## config.mk

```make
export PLATFORM = sky130hd
export DESIGN_NAME = univ_shift_seq
export DESIGN_NICKNAME = d
export VERILOG_FILES = /design/src/rtl/univ_shift_seq.sv
export SDC_FILE = /design/constraint.sdc
export NUM_CORES = 1
export LEC_CHECK = 0
export CAP_MARGIN = 20
export CELL_PAD_IN_SITES_DETAIL_PLACEMENT = 1
export CELL_PAD_IN_SITES_GLOBAL_PLACEMENT = 1
export CORE_MARGIN = 2
export CORE_UTILIZATION = 41
export DETAILED_ROUTE_END_ITERATION = 10
export GPL_TIMING_DRIVEN = 0
export PLACE_DENSITY_LB_ADDON = 0.1
export SETUP_SLACK_MARGIN = 0.02
export SYNTH_ARGS = -nofsm -noshare
export SYNTH_HDL_FRONTEND = slang
export SYNTH_SLANG_ARGS = --single-unit
```

## constraint.sdc

```tcl
create_clock -name clk -period 4.8 [get_ports clk]
set_clock_uncertainty 0.2 [all_clocks]
set_input_delay 0.72 -clock clk [delete_from_list [all_inputs] [get_ports clk]]
set_output_delay 0.72 -clock clk [all_outputs]
set_load 0.05 [all_outputs]
```

## src/rtl/univ_shift_seq.sv

```systemverilog
// univ_shift_seq: N-bit universal shift register driven by a small command
// sequencer. A command (op/count/in) is accepted on a start strobe in IDLE.
// HOLD, LOAD and REV complete on the start edge. Shift and rotate ops are
// latched and then stepped one bit per clock for `count` RUN cycles.
// Every command ends with a one-cycle done pulse in the DONE state.
//
// Handshake: start is sampled only in IDLE, together with op, count and in.
// busy is high for every RUN cycle. done is high for exactly the one cycle
// after the command finishes. busy and done are never high together, and
// start is ignored whenever the sequencer is not in IDLE.
//
// Ports:
//   clk        clock, all state changes on posedge
//   clr        asynchronous reset, active-low
//   set        synchronous preset, active-low (out <= all ones, abort run)
//   start      command strobe, sampled in IDLE
//   op[2:0]    command opcode
//   count      number of 1-bit steps for shift/rotate ops
//   in         parallel load data
//   inLS       serial fill bit for SHL (enters bit 0), sampled every RUN edge
//   inRS       serial fill bit for SHR (enters bit N-1), sampled every RUN edge
//   out        register contents
//   shout      last bit shifted/rotated out
//   busy       high while in RUN
//   done       one-cycle completion pulse
//   dbg_state  current sequencer state (IDLE=0, RUN=1, DONE=2)
module univ_shift_seq #(
    parameter int N  = 8,
    parameter int CW = 4
) (
    input  logic          clk,
    input  logic          clr,
    input  logic          set,
    input  logic          start,
    input  logic [2:0]    op,
    input  logic [CW-1:0] count,
    input  logic [N-1:0]  in,
    input  logic          inLS,
    input  logic          inRS,
    output logic [N-1:0]  out,
    output logic          shout,
    output logic          busy,
    output logic          done,
    output logic [1:0]    dbg_state
);

    typedef enum logic [1:0] {
        IDLE = 2'd0,
        RUN  = 2'd1,
        DONE = 2'd2
    } state_t;

    localparam logic [2:0] OP_HOLD = 3'b000;
    localparam logic [2:0] OP_LOAD = 3'b001;
    localparam logic [2:0] OP_SHL  = 3'b010;
    localparam logic [2:0] OP_SHR  = 3'b011;
    localparam logic [2:0] OP_ROL  = 3'b100;
    localparam logic [2:0] OP_ROR  = 3'b101;
    localparam logic [2:0] OP_ASR  = 3'b110;
    localparam logic [2:0] OP_REV  = 3'b111;

    state_t        state, state_n;
    logic [N-1:0]  out_n;
    logic          shout_n;
    logic [CW-1:0] cnt, cnt_n;
    logic [2:0]    op_q, op_q_n;

    function automatic logic [N-1:0] bit_rev(input logic [N-1:0] v);
        logic [N-1:0] r;
        r = '0;
        for (int i = 0; i < N; i++) begin
            r[i] = v[N-1-i];
        end
        return r;
    endfunction

    // One 1-bit step of a shift/rotate op. Returns {shout, out}.
    function automatic logic [N:0] step(
        input logic [2:0]   o,
        input logic [N-1:0] v,
        input logic         sh,
        input logic         ls,
        input logic         rs
    );
        logic [N:0] r;
        r = {sh, v};
        case (o)
            OP_SHL:  r = {v[N-1], v[N-2:0], ls};
            OP_SHR:  r = {v[0], rs, v[N-1:1]};
            OP_ROL:  r = {v[N-1], v[N-2:0], v[N-1]};
            OP_ROR:  r = {v[0], v[0], v[N-1:1]};
            OP_ASR:  r = {v[0], v[N-1], v[N-1:1]};
            default: r = {sh, v};
        endcase
        return r;
    endfunction

    always_comb begin
        state_n = state;
        out_n   = out;
        shout_n = shout;
        cnt_n   = cnt;
        op_q_n  = op_q;
        case (state)
            IDLE: begin
                if (start) begin
                    case (op)
                        OP_HOLD: state_n = DONE;
                        OP_LOAD: begin
                            out_n   = in;
                            state_n = DONE;
                        end
                        OP_REV: begin
                            out_n   = bit_rev(out);
                            state_n = DONE;
                        end
                        default: begin
                            // A zero-length shift/rotate completes with no change.
                            if (count == '0) begin
                                state_n = DONE;
                            end else begin
                                op_q_n  = op;
                                cnt_n   = count;
                                state_n = RUN;
                            end
                        end
                    endcase
                end
            end
            RUN: begin
                {shout_n, out_n} = step(op_q, out, shout, inLS, inRS);
                cnt_n = cnt - 1'b1;
                if (cnt == CW'(1)) begin
                    state_n = DONE;
                end
            end
            DONE: state_n = IDLE;
            default: state_n = IDLE;
        endcase
    end

    always_ff @(posedge clk or negedge clr) begin
        if (!clr) begin
            state <= IDLE;
            out   <= '0;
            shout <= 1'b0;
            cnt   <= '0;
            op_q  <= OP_HOLD;
            busy  <= 1'b0;
            done  <= 1'b0;
        end else if (!set) begin
            // Preset aborts any run silently; shout keeps its last value.
            state <= IDLE;
            out   <= '1;
            cnt   <= '0;
            busy  <= 1'b0;
            done  <= 1'b0;
        end else begin
            state <= state_n;
            out   <= out_n;
            shout <= shout_n;
            cnt   <= cnt_n;
            op_q  <= op_q_n;
            busy  <= (state_n == RUN);
            done  <= (state_n == DONE);
        end
    end

    assign dbg_state = state;

endmodule

```

==> metrics, run 1 <==
status=finished clean; Final Hold Fails=0; Synth top area share=0.305; Rows=22; setup bufs post-CTS=0; starting density of the core=0.438; setup tns final=0 ns; Pleak=0.895 nW; drt first-iter violations=84; Power per Cell Area=408 nW/um^2; maxcap violations=0; Worst EP arrival=1.70 ns; core area=3740 sq um; Num CTS Buffers=3; Peak VDD IR=170 uV; DRT Pass-1 Iters=4; Clock Tree Buf Depth=2; min Tclk post-route=~2.6 ns; syn avg cell area=8.77 sq um; post-synthesis adder-cell area fraction=0.0153; final core utilization=0.561; Avg WL per Cell=around 20 um; IO Port Bufs=33; synth top area cells=dfrtp_1 (31%), mux2_2 (6.9%), o22ai_1 (6.5%), mux2i_1 (4.3%), nand2b_1 (3.8%); synthesized cell area=1640 sq um; min-delay worst type=reg -> reg; #FFs+latches synth=20; register area share after synthesis=0.305; worst skew pair latency=between 0.2 and 0.3 ns; CP cell instances=clkdlybuf4s50_1; slowest CP cell=clkdlybuf4s50_1; Largest stage delay, worst path=0.87 ns; Post-Syn Instances=187; Async S/R FF share, synth=1.00; Buf/Inv on CP=1; Worst slew margin=0.354; Fmax achieved=between 0.3 and 0.4 GHz; ys flop type=dfrtp_1; DP HPWL=4.07 mm; layout cells sized above 1=0.129; unrepaired setup endpoints after global routing=no; worst hold slack=0.374 ns; n_diodes=0; unique cell type count in the Yosys netlist=50; Setup CP Type=reg -> out; post-synthesis mux area share=0.121; Synth-to-Final Area Change=28.2%; GPL Wtd Cong=approximately 0.86; initial antenna violation count=0; Period Utilization, post-route=0.547; number of global-route vias before repair=roughly 1.8k; CTS tree=done; # IOs=34; Clock transition at path regs=0.09 ns; largest area contributor in the netlist=dfrtp_1; max-slew violations=0; Compound-Gate Fraction of Synth Area=0.263; Top Family by Delay on Critical Path=buffers and inverters; most common cell in the netlist=dfrtp_1; Post-Synth XOR/XNOR Area=0.0107; post-place setup slack=~1.9 ns; via count=1658; H-tree depth=1; syn nets=210; crit start category=flip-flop; DIE AREA=4520 sq um; Worst-Margin Slew=0.966 ns; combinational family with the most area after synthesis=compound AO/OA/AOI/OAI gates; DRT antenna net count=0; Ys Warns=0; root buffer cell=clkbuf_8; routed wire length=5.42 mm; total power=0.000857 W; largest net degree at the start of global routing=21; total track usage=0.259; clock sinks=20; DRC=0; die width=67.2 um; crit path capture type=output port; simple-gate share of the synthesized area=0.223; setup violators final=0; Die Ht=67.2 um; nets=248; Post-synth top cells=dfrtp_1 (20), o22ai_1 (17), inv_1 (14); first-pass GRT wire length=about 8.7 mm; fin worst setup slack=between 2 and 2.5 ns; crit-path max FO=9; CP Data Required Time=3.88 ns; Via-to-Cell Ratio=a little over 6; CTS Hold Buffers Added=0; grt ovf=0; EDFF count, synth=0; post-CTS sizing=0
==> layer usage <==
metal,part of all wire,GRT usage,vias to the layer above
met5,0,0,-
met1,0.45,0.340,833
met2,0.51,0.447,43
met3,0.039,0.0350,5
li1,-,-,777
met4,0.0081,0.0638,0
==> registers in the layout, summed over array words and instances, names as in the netlist <==
name / flops
busy: 1
cnt: 4
dbg_state: 2
done: 1
op_q: 3
out: 8
shout: 1
==> cell families after synthesis <==
family                     count (synthesis)
AOI/OAI and AO/OA                         60
xor gates and xnor gates                   2
adders and majority gates                  2
buffers and inverters                     25
DFF                                       20
muxes                                     18
and+or+nand+nor                           60
==> layout by cell type, fill, tap and decap left out, types with 2 or more instances in the layout <==
cell type	n
clkdlybuf4s50_1	33
dfrtp_1	20
o22ai_1	17
inv_1	14
nand2_1	13
nand2b_1	10
a21oi_1	10
mux2_2	10
buf_2	7
nor2_1	7
mux2i_1	7
o21ai_0	6
nand3_1	5
a311oi_1	4
a211oi_1	4
nand3b_1	3
nor2b_1	3
and3_1	3
clkbuf_1	3
a221oi_1	3
clkbuf_8	3
or2_1	2
a21o_1	2
a31o_2	2
nor3b_1	2
nor4bb_1	2
nor3_1	2
ha_1	2
==> through the flow <==
| stage | cell area [sq um] | std cells |
|---|---|---|
| after floorplan | 1640 | 187 |
| after global placement | 2030 | 268 |
| after detailed placement | 2030 | 268 |
| after CTS | 2100 | 272 |
| after global routing | 2100 | 272 |
| final | 2100 | 272 |
==> final timing paths <==
kind | start | end | slack [ns] | cells after the start
min in group asynchronous | clr | cnt[0] | 0.77 | 1
worst min register to register | shout | shout | 0.37 | 2
max in group asynchronous | clr | busy | 3.04 | 1
worst max-delay path | out[0] | out[0] | 2.18 | 1
worst max register to register | dbg_state[1] | out[0] | 2.58 | 5
worst min-delay path | shout | shout | 0.37 | 2
==> final cells by class <==
cell class              count  area (sq um)
repair buffers             33           330
plain buffers              11          50.0
clock inverters             1          30.0
well taps                  48          60.1
fillers                   461          1640
inverters                  14          52.6
flip-flops and latches     20           500
multi-input cells         142          1040
clock buffers               3          41.3
==> power breakdown <==
part	internal (W)	leakage [nW]	switching, W
clock	0.000112	0.0357	0.0000684
combinational	0.000164	0.617	0.000258
sequential	0.000200	0.243	0.0000556
total	0.000475	0.895	0.000382
==> worst register-to-register path, cell delays in order, from the launching register on <==
cell,delay [ns]
dfrtp_1,0.45
nand2b_1,0.28
o41ai_4,0.66
or2_1,0.19
buf_2,0.19
o22ai_1,0.11
Note: power is estimated with default switching activity, not from simulation.
==> run 2: changes to the inputs <==
- CORE_UTILIZATION: 41 -> 34
- clock period: 4.8 -> 2.3 ns (I/O delays scaled with it)
==> metrics, run 2 (synthesis gave the netlist of run 1 again) <==
crit-path max FO=9; Largest stage delay, worst path=0.86 ns; max reg flops=8; CTS tree=done; IO Port Bufs=33; Die Ht=73.4 um; via count=1661; die width=between 70 and 80 um; Worst EP arrival=1.64 ns; Peak VDD IR=320 uV; routed wire length=5.31 mm; min-delay worst type=in -> async; slowest CP cell=clkdlybuf4s50_1; n_diodes=0; DP HPWL=4.11 mm; Pleak=about 0.9 nW; Fmax achieved=0.458 GHz; initial antenna violation count=0; worst hold slack=0.198 ns; Worst-Margin Slew=0.507 ns; drt first-iter violations=76; H-tree depth=1; nets=250; root buffer cell=clkbuf_8; most frequent cells in the layout=clkdlybuf4s50_1 (33), dfrtp_1 (20), o22ai_1 (17); core area=4690 sq um; DRC=0; Clock transition at path regs=0.08 ns; Via-to-Cell Ratio=5.95; total track usage=0.209; Avg WL per Cell=roughly 19 um; CP cell instances=clkdlybuf4s50_1; worst skew pair latency=0.26 ns; Worst slew margin=0.660; setup violators final=0; Top Registers=out x8, cnt x4, op_q x3; DRT Pass-1 Iters=4; total power=0.00164 W; largest net degree at the start of global routing=21; CP Data Required Time=1.75 ns; Synth-to-Final Area Change=28.5%; Num CTS Buffers=3; Rows=25; DIE AREA=5390 sq um; max-slew violations=0; maxcap violations=0; # IOs=34; starting density of the core=0.349; crit start category=flip-flop; number of global-route vias before repair=1764; Setup CP Type=reg -> out; Top Family by Delay on Critical Path=buffers and inverters; GPL Wtd Cong=0.861; Biggest register=out; Clock Tree Buf Depth=2; status=finished clean; crit path capture type=output port; final core utilization=0.449; grt ovf=0; layout cells sized above 1=0.142; clock sinks=20; Period Utilization, post-route=0.949; commonest non-fill, non-tap cell in the layout=clkdlybuf4s50_1; Buf/Inv on CP=1; first-pass GRT wire length=8.78 mm; unrepaired setup endpoints after global routing=no; min Tclk post-route=2.18 ns; Final Hold Fails=0; Power per Cell Area=780 nW/um^2; DRT antenna net count=0
-- run 2: cell types whose count changed in the layout (fill, tap and decap cells not counted), sizes merged --
cell | before | now
buf | 8 | 11
bufinv | 1 | 0
clkbuf | 6 | 5
-- run 2: path summary, 6_finish.rpt --
kind | from | endpoint | slack (ns) | cells past startpoint
worst max register to register | dbg_state[1] | cnt[1] | 0.22 | 4
max in group asynchronous | clr | out[1] | 1.24 | 2
min in group clk | shout | shout | 0.39 | 2
worst min-delay path | clr | cnt[1] | 0.20 | 1
worst min register to register | shout | shout | 0.39 | 2
worst max-delay path | out[0] | out[0] | 0.12 | 1
-- run 2: through the flow --
stage	setup slack, ns	area [sq um]	cells	TNS (ns)
2_1_floorplan	0.176	1640	187	0
3_3_place_gp	-0.183	2040	274	-1.05
3_5_place_dp	-0.162	2040	274	-1.32
4_1_cts	0.0980	2080	277	0
5_1_grt	0.0282	2110	279	0
6_report	0.117	2110	279	0
-- run 2: per-layer routing --
metal,up-vias,share of wire,GRT usage
met5,-,0,0
met4,0,0.015,0.0707
met3,8,0.021,0.0178
met2,26,0.52,0.361
met1,837,0.45,0.274
li1,790,-,-
-- run 2: what timing repair did --
item | CTS | global route
hold buffers | 0 | 0
endpoints found under the setup margin | 0 | 7
buffers inserted | 0 | 2
resized for setup | 0 | 1
-- run 2: power breakdown --
group          internal [W]  switching, W
sequential         0.000418      0.000112
combinational      0.000346      0.000536
clock              0.000117      0.000116
total              0.000880      0.000763
-- run 2: final cells by class --
type	count	area, sq um
repair buffers	36	360
clock buffers	3	41.3
fillers	553	2580
inverters	14	52.6
plain buffers	10	46.3
flip-flops and latches	20	500
multi-input cells	142	1040
well taps	54	67.6
